==> config.mk <==
export PLATFORM = sky130hd
export DESIGN_NAME = apb_cfg_regs_flat
export DESIGN_NICKNAME = d
export VERILOG_FILES = /design/src/rtl/apb_cfg_regs_if.sv /design/src/rtl/apb_cfg_regs.sv /design/src/flat_wrapper.sv
export SDC_FILE = /design/constraint.sdc
export NUM_CORES = 1
export LEC_CHECK = 0
export CAP_MARGIN = 20
export CORE_ASPECT_RATIO = 1.2
export CORE_UTILIZATION = 30
export CTS_CLUSTER_SIZE = 12
export DETAILED_ROUTE_END_ITERATION = 10
export GPL_TIMING_DRIVEN = 0
export PLACE_DENSITY_LB_ADDON = 0.08
export SYNTH_ARGS = -nofsm -noshare
export SYNTH_HDL_FRONTEND = slang
export SYNTH_SLANG_ARGS = --single-unit
==> constraint.sdc <==
create_clock -name clk -period 2.4 [get_ports clk]
set_clock_uncertainty 0.1 [all_clocks]
set_input_delay 0.6 -clock clk [delete_from_list [all_inputs] [get_ports clk]]
set_output_delay 0.6 -clock clk [all_outputs]
set_load 0.01 [all_outputs]
==> src/rtl/apb_cfg_regs_if.sv <==
// ---------------------------------------------------------------------------
// apb_cfg_regs_if
//
// APB bus bundle used by the configuration register block.
//
// Signals
//   PADDR   - transfer address (requester -> completer)
//   PWRITE  - 1 = write, 0 = read (requester -> completer)
//   PSEL    - completer select (requester -> completer)
//   PENABLE - access phase qualifier (requester -> completer)
//   PWDATA  - write data (requester -> completer)
//   PRDATA  - read data, held until the next read commit (completer -> requester)
//   PREADY  - registered high while the completer is in its access state
//
// Modports
//   master - requester side (testbench / interconnect)
//   slave  - completer side (apb_cfg_regs)
// ---------------------------------------------------------------------------
interface apb_cfg_regs_if #(
   parameter int REG_ADDRWIDTH = 8,
   parameter int REG_DATAWIDTH = 32
);
   logic [REG_ADDRWIDTH-1:0] PADDR;
   logic                     PWRITE;
   logic                     PSEL;
   logic                     PENABLE;
   logic [REG_DATAWIDTH-1:0] PWDATA;
   logic [REG_DATAWIDTH-1:0] PRDATA;
   logic                     PREADY;

   modport master (
      output PADDR,
      output PWRITE,
      output PSEL,
      output PENABLE,
      output PWDATA,
      input  PRDATA,
      input  PREADY
   );

   modport slave (
      input  PADDR,
      input  PWRITE,
      input  PSEL,
      input  PENABLE,
      input  PWDATA,
      output PRDATA,
      output PREADY
   );
endinterface

==> src/rtl/apb_cfg_regs.sv <==
// ---------------------------------------------------------------------------
// apb_cfg_regs
//
// APB-programmable configuration registers for the TPU datapath: block
// enables, normalization constants, matrix base addresses and the TPU
// start/done handshake.
//
// Ports
//   clk               - sole clock, rising edge
//   reset             - synchronous, active-high reset
//   apb               - APB completer (apb_cfg_regs_if.slave)
//   enable_matmul     - ENABLES[0]
//   enable_norm       - ENABLES[1]
//   enable_pool       - ENABLES[2]
//   enable_activation - ENABLES[3]
//   mean, inv_var     - normalization constants (DWIDTH bits)
//   address_mat_a/b/c - matrix base addresses (AWIDTH bits)
//   start_tpu         - stored start bit of STDN_TPU
//   done_tpu          - TPU completion indication, captured into sticky done
//
// Register map
//   0x00 STDN_TPU  bit0 start (rw), bit31 done (ro, sticky)
//   0x04 MEAN      [DWIDTH-1:0]
//   0x08 INV_VAR   [DWIDTH-1:0]
//   0x0C MATRIX_A  [AWIDTH-1:0]
//   0x10 MATRIX_B  [AWIDTH-1:0]
//   0x14 MATRIX_C  [AWIDTH-1:0]
//   0x20 ENABLES   bit0 matmul, bit1 norm, bit2 pool, bit3 activation
//   Unmapped addresses: writes ignored, reads return 0.
// ---------------------------------------------------------------------------
module apb_cfg_regs #(
   parameter int REG_ADDRWIDTH = 8,
   parameter int REG_DATAWIDTH = 32,
   parameter int AWIDTH        = 10,
   parameter int DWIDTH        = 8
) (
   input  logic              clk,
   input  logic              reset,
   apb_cfg_regs_if.slave     apb,
   output logic              enable_matmul,
   output logic              enable_norm,
   output logic              enable_pool,
   output logic              enable_activation,
   output logic [DWIDTH-1:0] mean,
   output logic [DWIDTH-1:0] inv_var,
   output logic [AWIDTH-1:0] address_mat_a,
   output logic [AWIDTH-1:0] address_mat_b,
   output logic [AWIDTH-1:0] address_mat_c,
   output logic              start_tpu,
   input  logic              done_tpu
);

   localparam logic [REG_ADDRWIDTH-1:0] ADDR_STDN    = REG_ADDRWIDTH'(8'h00);
   localparam logic [REG_ADDRWIDTH-1:0] ADDR_MEAN    = REG_ADDRWIDTH'(8'h04);
   localparam logic [REG_ADDRWIDTH-1:0] ADDR_INV_VAR = REG_ADDRWIDTH'(8'h08);
   localparam logic [REG_ADDRWIDTH-1:0] ADDR_MAT_A   = REG_ADDRWIDTH'(8'h0C);
   localparam logic [REG_ADDRWIDTH-1:0] ADDR_MAT_B   = REG_ADDRWIDTH'(8'h10);
   localparam logic [REG_ADDRWIDTH-1:0] ADDR_MAT_C   = REG_ADDRWIDTH'(8'h14);
   localparam logic [REG_ADDRWIDTH-1:0] ADDR_ENABLES = REG_ADDRWIDTH'(8'h20);

   typedef enum logic [1:0] {
      ST_IDLE   = 2'd0,
      ST_SETUP  = 2'd1,
      ST_ACCESS = 2'd2
   } apb_state_e;

   apb_state_e               state_q, state_d;
   logic                     pready_q, pready_d;
   logic [REG_DATAWIDTH-1:0] prdata_q, prdata_d;

   logic                     start_q, start_d;
   logic                     done_q, done_d;
   logic [3:0]               enables_q, enables_d;
   logic [DWIDTH-1:0]        mean_q, mean_d;
   logic [DWIDTH-1:0]        inv_var_q, inv_var_d;
   logic [AWIDTH-1:0]        mat_a_q, mat_a_d;
   logic [AWIDTH-1:0]        mat_b_q, mat_b_d;
   logic [AWIDTH-1:0]        mat_c_q, mat_c_d;

   logic                     commit_s;
   logic                     wr_commit_s;
   logic                     rd_commit_s;
   logic                     wr_stdn_s;
   logic [REG_DATAWIDTH-1:0] rdata_s;
   logic                     pwdata_unused_s;

   // Only the low bits of PWDATA feed registers; fold the rest so the full
   // bus is visibly consumed.
   assign pwdata_unused_s = ^apb.PWDATA;

   // APB FSM next state and commit strobe. PSEL low always returns to IDLE
   // without a commit, so a lone PENABLE never does anything.
   always_comb begin
      state_d  = state_q;
      commit_s = 1'b0;
      case (state_q)
         ST_IDLE: begin
            if (apb.PSEL) begin
               state_d = ST_SETUP;
            end else begin
               state_d = ST_IDLE;
            end
         end
         ST_SETUP: begin
            state_d = ST_ACCESS;
         end
         ST_ACCESS: begin
            if (!apb.PSEL) begin
               state_d = ST_IDLE;
            end else if (apb.PENABLE) begin
               commit_s = 1'b1;
               state_d  = ST_IDLE;
            end else begin
               state_d = ST_ACCESS;
            end
         end
         default: begin
            state_d = ST_IDLE;
         end
      endcase
   end

   assign wr_commit_s = commit_s & apb.PWRITE;
   assign rd_commit_s = commit_s & ~apb.PWRITE;
   assign wr_stdn_s   = wr_commit_s & (apb.PADDR == ADDR_STDN);

   // PREADY is registered so it is high exactly while the FSM sits in ACCESS.
   always_comb begin
      pready_d = (state_d == ST_ACCESS);
   end

   // Read mux: unused upper bits and unmapped addresses return zero.
   always_comb begin
      rdata_s = {REG_DATAWIDTH{1'b0}};
      case (apb.PADDR)
         ADDR_STDN: begin
            rdata_s[0]               = start_q;
            rdata_s[REG_DATAWIDTH-1] = done_q;
         end
         ADDR_MEAN:    rdata_s = REG_DATAWIDTH'(mean_q);
         ADDR_INV_VAR: rdata_s = REG_DATAWIDTH'(inv_var_q);
         ADDR_MAT_A:   rdata_s = REG_DATAWIDTH'(mat_a_q);
         ADDR_MAT_B:   rdata_s = REG_DATAWIDTH'(mat_b_q);
         ADDR_MAT_C:   rdata_s = REG_DATAWIDTH'(mat_c_q);
         ADDR_ENABLES: rdata_s = REG_DATAWIDTH'(enables_q);
         default:      rdata_s = {REG_DATAWIDTH{1'b0}};
      endcase
   end

   // PRDATA only changes on a read commit and otherwise holds.
   always_comb begin
      if (rd_commit_s) begin
         prdata_d = rdata_s;
      end else begin
         prdata_d = prdata_q;
      end
   end

   // Write decode for the configuration registers; upper write bits dropped.
   always_comb begin
      start_d   = start_q;
      enables_d = enables_q;
      mean_d    = mean_q;
      inv_var_d = inv_var_q;
      mat_a_d   = mat_a_q;
      mat_b_d   = mat_b_q;
      mat_c_d   = mat_c_q;
      if (wr_commit_s) begin
         case (apb.PADDR)
            ADDR_STDN:    start_d   = apb.PWDATA[0];
            ADDR_MEAN:    mean_d    = apb.PWDATA[DWIDTH-1:0];
            ADDR_INV_VAR: inv_var_d = apb.PWDATA[DWIDTH-1:0];
            ADDR_MAT_A:   mat_a_d   = apb.PWDATA[AWIDTH-1:0];
            ADDR_MAT_B:   mat_b_d   = apb.PWDATA[AWIDTH-1:0];
            ADDR_MAT_C:   mat_c_d   = apb.PWDATA[AWIDTH-1:0];
            ADDR_ENABLES: enables_d = apb.PWDATA[3:0];
            default: begin
               start_d = start_q;
            end
         endcase
      end else begin
         start_d = start_q;
      end
   end

   // Sticky done: any write to STDN_TPU clears it and beats a same-edge
   // done_tpu; otherwise done_tpu while started sets it, and it then holds.
   always_comb begin
      if (wr_stdn_s) begin
         done_d = 1'b0;
      end else if (done_tpu && start_q) begin
         done_d = 1'b1;
      end else begin
         done_d = done_q;
      end
   end

   // State and register storage with synchronous reset; reset also aborts
   // any transfer in flight since it overrides the commit.
   always_ff @(posedge clk) begin
      if (reset) begin
         state_q   <= ST_IDLE;
         pready_q  <= 1'b0;
         prdata_q  <= {REG_DATAWIDTH{1'b0}};
         start_q   <= 1'b0;
         done_q    <= 1'b0;
         enables_q <= 4'd0;
         mean_q    <= {DWIDTH{1'b0}};
         inv_var_q <= {DWIDTH{1'b0}};
         mat_a_q   <= {AWIDTH{1'b0}};
         mat_b_q   <= {AWIDTH{1'b0}};
         mat_c_q   <= {AWIDTH{1'b0}};
      end else begin
         state_q   <= state_d;
         pready_q  <= pready_d;
         prdata_q  <= prdata_d;
         start_q   <= start_d;
         done_q    <= done_d;
         enables_q <= enables_d;
         mean_q    <= mean_d;
         inv_var_q <= inv_var_d;
         mat_a_q   <= mat_a_d;
         mat_b_q   <= mat_b_d;
         mat_c_q   <= mat_c_d;
      end
   end

   assign apb.PREADY        = pready_q;
   assign apb.PRDATA        = prdata_q;
   assign enable_matmul     = enables_q[0];
   assign enable_norm       = enables_q[1];
   assign enable_pool       = enables_q[2];
   assign enable_activation = enables_q[3];
   assign mean              = mean_q;
   assign inv_var           = inv_var_q;
   assign address_mat_a     = mat_a_q;
   assign address_mat_b     = mat_b_q;
   assign address_mat_c     = mat_c_q;
   assign start_tpu         = start_q;

endmodule

==> src/flat_wrapper.sv <==
// flat-port wrapper written by rule: the top's interface ports become plain ports
module apb_cfg_regs_flat 
#(
   parameter int REG_ADDRWIDTH = 8,
   parameter int REG_DATAWIDTH = 32,
   parameter int AWIDTH        = 10,
   parameter int DWIDTH        = 8
)
  (clk, reset, enable_matmul, enable_norm, enable_pool, enable_activation, mean, inv_var, address_mat_a, address_mat_b, address_mat_c, start_tpu, done_tpu, apb_PADDR, apb_PWRITE, apb_PSEL, apb_PENABLE, apb_PWDATA, apb_PRDATA, apb_PREADY);
  apb_cfg_regs_if #(.REG_ADDRWIDTH(REG_ADDRWIDTH), .REG_DATAWIDTH(REG_DATAWIDTH)) apb_i ();
  input  logic clk;
  input  logic reset;
  output logic enable_matmul;
  output logic enable_norm;
  output logic enable_pool;
  output logic enable_activation;
  output logic [DWIDTH-1:0] mean;
  output logic [DWIDTH-1:0] inv_var;
  output logic [AWIDTH-1:0] address_mat_a;
  output logic [AWIDTH-1:0] address_mat_b;
  output logic [AWIDTH-1:0] address_mat_c;
  output logic start_tpu;
  input  logic done_tpu;
  input wire logic [$bits(apb_i.PADDR)-1:0] apb_PADDR;
  input wire logic [$bits(apb_i.PWRITE)-1:0] apb_PWRITE;
  input wire logic [$bits(apb_i.PSEL)-1:0] apb_PSEL;
  input wire logic [$bits(apb_i.PENABLE)-1:0] apb_PENABLE;
  input wire logic [$bits(apb_i.PWDATA)-1:0] apb_PWDATA;
  output wire logic [$bits(apb_i.PRDATA)-1:0] apb_PRDATA;
  output wire logic [$bits(apb_i.PREADY)-1:0] apb_PREADY;
  assign apb_i.PADDR = apb_PADDR;
  assign apb_i.PWRITE = apb_PWRITE;
  assign apb_i.PSEL = apb_PSEL;
  assign apb_i.PENABLE = apb_PENABLE;
  assign apb_i.PWDATA = apb_PWDATA;
  assign apb_PRDATA = apb_i.PRDATA;
  assign apb_PREADY = apb_i.PREADY;
  apb_cfg_regs #(.REG_ADDRWIDTH(REG_ADDRWIDTH), .REG_DATAWIDTH(REG_DATAWIDTH), .AWIDTH(AWIDTH), .DWIDTH(DWIDTH)) u_core (.clk(clk), .reset(reset), .apb(apb_i), .enable_matmul(enable_matmul), .enable_norm(enable_norm), .enable_pool(enable_pool), .enable_activation(enable_activation), .mean(mean), .inv_var(inv_var), .address_mat_a(address_mat_a), .address_mat_b(address_mat_b), .address_mat_c(address_mat_c), .start_tpu(start_tpu), .done_tpu(done_tpu));
endmodule
==> metrics.txt <==
top sig layer met4; Worst-path clk slew 50 ps; drt pass-1 iters 8; CP endpoint kind flop; GRT Util Overall 21.70%; Ant. Diodes 0; share of synthesized flip-flops with an asynchronous set or reset 0%; worst hold path class reg -> reg; Crit path largest cell delay 550 ps; Min Hold Slack 349.0 ps; Int Power 1868 µW; WL met3 778 µm; final setup vio count 0; die width 98.24 µm; GP Congestion 0.8747; via count 3550; unrepaired setup endpoints after global routing no; share of cells above drive strength 1 18.16%; Final ANT Viol Nets 0; worst-margin pin slew 681.2 ps; initial antenna violation count 0; hold path cells 2; most common cell in the synthesized netlist dfxtp_1; Final Hold Violating Endpoints 0; Net count, final 565; number of synthesized flops with an enable pin 0; Clock power frac 46.7%; worst hold start u_core.apb.PRDATA[9]; Slowest-stage cell, CP or4b_1; Post-Syn Area 0.003334 mm²; Cell variety after synth 47; WL final 12400 µm; buffer and inverter count on the worst path 4; Min-Delay Endpoint u_core.apb.PRDATA[9]; period utilization 97.71%; CTS tree yes; total negative slack 0 ps; max_slew headroom 54.59%; min Tclk post-route 2345 ps; starting density of the core 31.25%; Num CTS Buffers 9; DR WL met2 5956 µm; crit-path cells clkdlybuf4s15_2 > or4b_1 > buf_6 > or4_4 > buf_6 > buf_12 > o21ai_2 > a21oi_1; Synth area leader dfxtp_1; Longest Clk Path Bufs 2; fin area 0.004777 mm²; Buffers on Ports 85; sw frac 24.72%; synthesized area per cell 8.420 µm²; I/O pin count 130; met1 WL 5222 µm; Power Dens Cells 519.4 mW/mm²; Site Rows 41; critical path launch point type input port; register area share after synthesis 39.62%; Post-Syn Instances 396; Yosys top cell area share 39.62%; via/cell ratio 5.445; Yosys reg bits 66; die area 0.01154 mm²; cells on worst reg2reg path 5; Comb power frac 8.9%; synth cell count leaders 66 x dfxtp_1, 61 x a21oi_1, 52 x nand3_1; cts hold-fix bufs 0; clock tree root driver cell clkbuf_16; largest net degree at the start of global routing 11; CP required 2490 ps; Area after DPL 0.004422 mm²; top area cells in the synthesized netlist dfxtp_1 40%, a21oi_1 9.2%, nand3_1 7.8%; Final Max Slew Viols 0; Seq pwr share 44.4%; Pleak 0.001715 µW; CTS H-tree lvls 3; status finished with violations; Worst-Skew Late Latency 340 ps; Most common cell on crit path buf_6; maxcap violations 0; Largest delay share family, worst path simple AND/OR/NAND/NOR gates; r2r endpoint u_core.address_mat_a[2]; Worst Path Class, Setup in -> reg; DR WL/cell 19.02 µm; core area 0.01067 mm²; first-pass GRT wire length 18840 µm; Peak supply drop 333.6 µV; Peak Freq 0.4264 GHz; GR Overflow Total 0; CTS sink count 66; worst setup slack for register-to-register paths 480 ps; failing checks design-rule violations; NetSw 613.3 µW; CP arrival 2430 ps; prevailing post-synth register cell dfxtp_1; crit path max fanout 10; Area Overhead vs Synth 43.26%; 1st-iter DRT viols 211; # DRC 9; reg-to-reg startpoint u_core.state_q[0]; DP Wirelength 8990 µm; vias in the first global route 3323; Syn. warnings 0; die span in y 117.5 µm
-- layer usage --
metal | vias up | GRT usage [%]
met2 | 171 | 35.78
met4 | 0 | 11.01
met1 | 1678 | 26.78
met5 | - | 0
met3 | 30 | 4.216
li1 | 1671 | -
-- worst max path at each step --
stage	slack, ps	startpoint	end	cells past startpoint
after CTS	10	apb_PADDR[0]	u_core.mean[5]	8
after global routing	6	apb_PADDR[2]	u_core.address_mat_b[4]	7
after global placement	-870	apb_PADDR[5]	u_core.address_mat_a[2]	6
after floorplan	70	apb_PADDR[1]	u_core.mean[5]	7
final	50	apb_PADDR[1]	u_core.mean[5]	8
after detailed placement	-860	apb_PADDR[5]	u_core.address_mat_a[6]	6
-- power groups by stage --
stage	Sequential, µW	Clock [µW]	Combinational, µW
2_1_floorplan	1130	0	114
3_3_place_gp	1120	0	215
3_5_place_dp	1130	0	214
4_1_cts	1100	1170	216
5_1_grt	1100	1220	234
6_report	1100	1160	221
-- cell type report --
cell class,count,area [µm²]
inverters,3,11.26
repair buffers,93,908.4
plain buffers,52,341.6
clock inverters,4,20.02
well taps,129,161.4
fillers,1108,5893
multi-input cells,294,1780
clock buffers,11,232.7
flip-flops and latches,66,1321
-- flip-flops by register name, indices dropped and copies added (netlist names), 2 cells and up --
register,cells
u_core.state_q,2
u_core.address_mat_c,10
u_core.address_mat_a,10
u_core.mean,8
u_core.address_mat_b,10
u_core.enables_q,4
u_core.apb.PRDATA,11
u_core.inv_var,8
-- placed cells by master, fill, tap and decap left out, drive strengths merged, types with 2 or more instances in the layout --
cell,count
nand3,52
o211ai,6
nor4,3
a221oi,2
a21oi,61
mux2,8
conb,21
a32o,4
nor2,15
nand3b,10
and2,3
clkbuf,32
nand4,3
clkdlybuf4s50,77
nor3,5
and3,9
o21ai,49
buf,41
nand2,11
dfxtp,66
dlygate4sd2,5
a211oi,3
and4b,2
inv,2
clkinv,5
or3,2
nor4b,4
mux2i,8
-- per-stage QoR --
stage | power [µW] | cells | utilization (%) | setup WS [ps]
after global routing | 2560 | 652 | 44.77 | 6.082
after floorplan | 1240 | 416 | - | 69.48
after CTS | 2492 | 647 | 44.27 | 14.48
after detailed placement | 1339 | 630 | 41.44 | -864.3
after global placement | 1340 | 630 | 41.44 | -869.5
final | 2481 | 652 | 44.77 | 54.86
-- worst reg2reg max path: cells and delay by family, from the launching register on --
kind	cells	cell delay [ps]
buffers and inverters	1	350
AND/OR/NAND/NOR	2	680
AO/OA/AOI/OAI	2	310
flip-flops	1	330
-- kinds of logic after synthesis --
family / Yosys count / share of synthesized area (%)
AOI/OAI and AO/OA: 132 / 23.11
and+or+nand+nor: 124 / 21.20
DFF: 66 / 39.62
buffers and inverters: 56 / 10.17
muxes: 17 / 5.779
other: 1 / 0.1125
-- repair_timing --
action                                  CTS  global route
pin swaps                                 2             2
gates cloned                              0             0
setup buffers                             3             5
endpoints found under the setup margin   60            31
resized for setup                        24             8
(Power assumes the default switching activity.)
==> RTL edit: new RTL, same settings <==
Make the reset (`reset`) asynchronous in one clocked block. Comments in the files are not updated.
--- a/src/rtl/apb_cfg_regs.sv
+++ b/src/rtl/apb_cfg_regs.sv
@@ -197,7 +197,7 @@
 
    // State and register storage with synchronous reset; reset also aborts
    // any transfer in flight since it overrides the commit.
-   always_ff @(posedge clk) begin
+   always_ff @(posedge clk or posedge reset) begin
       if (reset) begin
          state_q   <= ST_IDLE;
          pready_q  <= 1'b0;
Formal check against the unedited RTL: differs if reset is asserted again (counterexample within 4 cycles, from zero or initial values and one cycle with reset high); with reset held inactive, the same outputs for 10 cycles.
==> RTL edit against the unedited design <==
- power grew 4.3%
- sequential cell count unchanged
- routed wire length down 26%
- global-route usage down 4.9 points
- worst hold slack gained 0.0095 ns
- the flow finishes with violations (negative setup slack)
- synthesized area shrank 1.6%
- critical endpoint is now u_core.address_mat_a[3]
- cell area rose by 0.63%
- maximum frequency decreased by 3.2%
- setup slack got worse by 0.077 ns
- first-iteration DRC count decreased by 68%
- non-clock buffer count down 21
- largest cell class is now registers
- count of clock-buffer cells in the layout unchanged
- cell count shrank 20%
==> RTL edit: results (changes against the unedited design) <==
critical-path-max-stage-delay_ns: 0.59  # +0.04 ns
place_ws_ns: -0.774  # +0.0900 ns
synth.top_cells.by_area: "dfrtp_1, mux2_2, buf_4"
design.seq.count: 66  # unchanged
tns_ns: -0.144  # -0.144 ns
violations: "negative setup slack"
post_drt_wl_per_cell_um: 17.7  # -7.0%
worstPathArrival_ns: 2.54  # +0.11 ns
multi_input_area_share_pct: 31.7  # -5.6 points
async_flop_share_pct: 100  # +100 points
inv_count: 8  # +5
clk_share_pct: 5.49  # +0.20 points
track_usage_pct: 16.8  # -4.9 points
worst_pin_slew_ns: 0.854  # +0.173 ns
grt_pass1_vias: 2563  # -23%
dr.pass1.iters: 4  # -4
setup_viol: 10  # +10
nNetsFinal: 430  # -24%
fillerInstances: 1012  # -8.7%
setup_ws_ns: -0.0221  # -0.0769 ns
drt_iter0_markers: 67  # -68%
grt_pass1_wl_um: 14300  # -24%
synth_common_cells: "dfrtp_1, mux2_2, buf_4"
outcome: "finished with violations"
dp_hpwl_um: 6230  # -31%
==> RTL edit: repair_timing <==
action	CTS	global route
cloned	1	0
pin swaps	4	0
endpoints found under the setup margin	61	35
setup buffers	4	2
resized for setup	26	3
==> RTL edit: final timing paths <==
kind                                        start                 endpoint  slack (ns)  cells after the start
worst max register to register  u_core.state_q[0]  u_core.address_mat_c[4]        0.32                      6
worst min-delay path            u_core.state_q[0]        u_core.state_q[0]        0.36                      1
worst max-delay path                 apb_PADDR[1]  u_core.address_mat_a[3]       -0.02                      5
max in group asynchronous                   reset     u_core.apb.PRDATA[0]        0.94                      2
worst min register to register  u_core.state_q[0]        u_core.state_q[0]        0.36                      1
min in group asynchronous                   reset  u_core.address_mat_c[8]        0.68                      2
==> RTL edit: critical path, delay by kind of cell <==
family | cells | cell delay, ns
simple gates | 2 | 0.91
buf+inv | 2 | 0.71
mux | 1 | 0.32
==> RTL edit: report_power, final <==
| part | internal, mW | switching, mW | leakage, nW |
|---|---|---|---|
| registers | 1.14 | 0.0170 | 0.917 |
| logic | 0.118 | 0.138 | 1.19 |
| clock network | 0.695 | 0.482 | 0.129 |
==> RTL edit: metal layers <==
metal	wire length [um]	part of all wire, %	track usage [%]
met1	4080	44	20.7
met5	0	0	0
met4	161	1.8	6.76
met2	4380	48	27.6
met3	580	6.3	5.03
==> RTL edit: cells by family after synthesis <==
family / share of synthesized area (%)
multiplexers: 23.9
flip-flops: 50.3
AND/OR/NAND/NOR: 9.23
AO/OA/AOI/OAI: 8.85
buffers and inverters: 7.55
other: 0.114
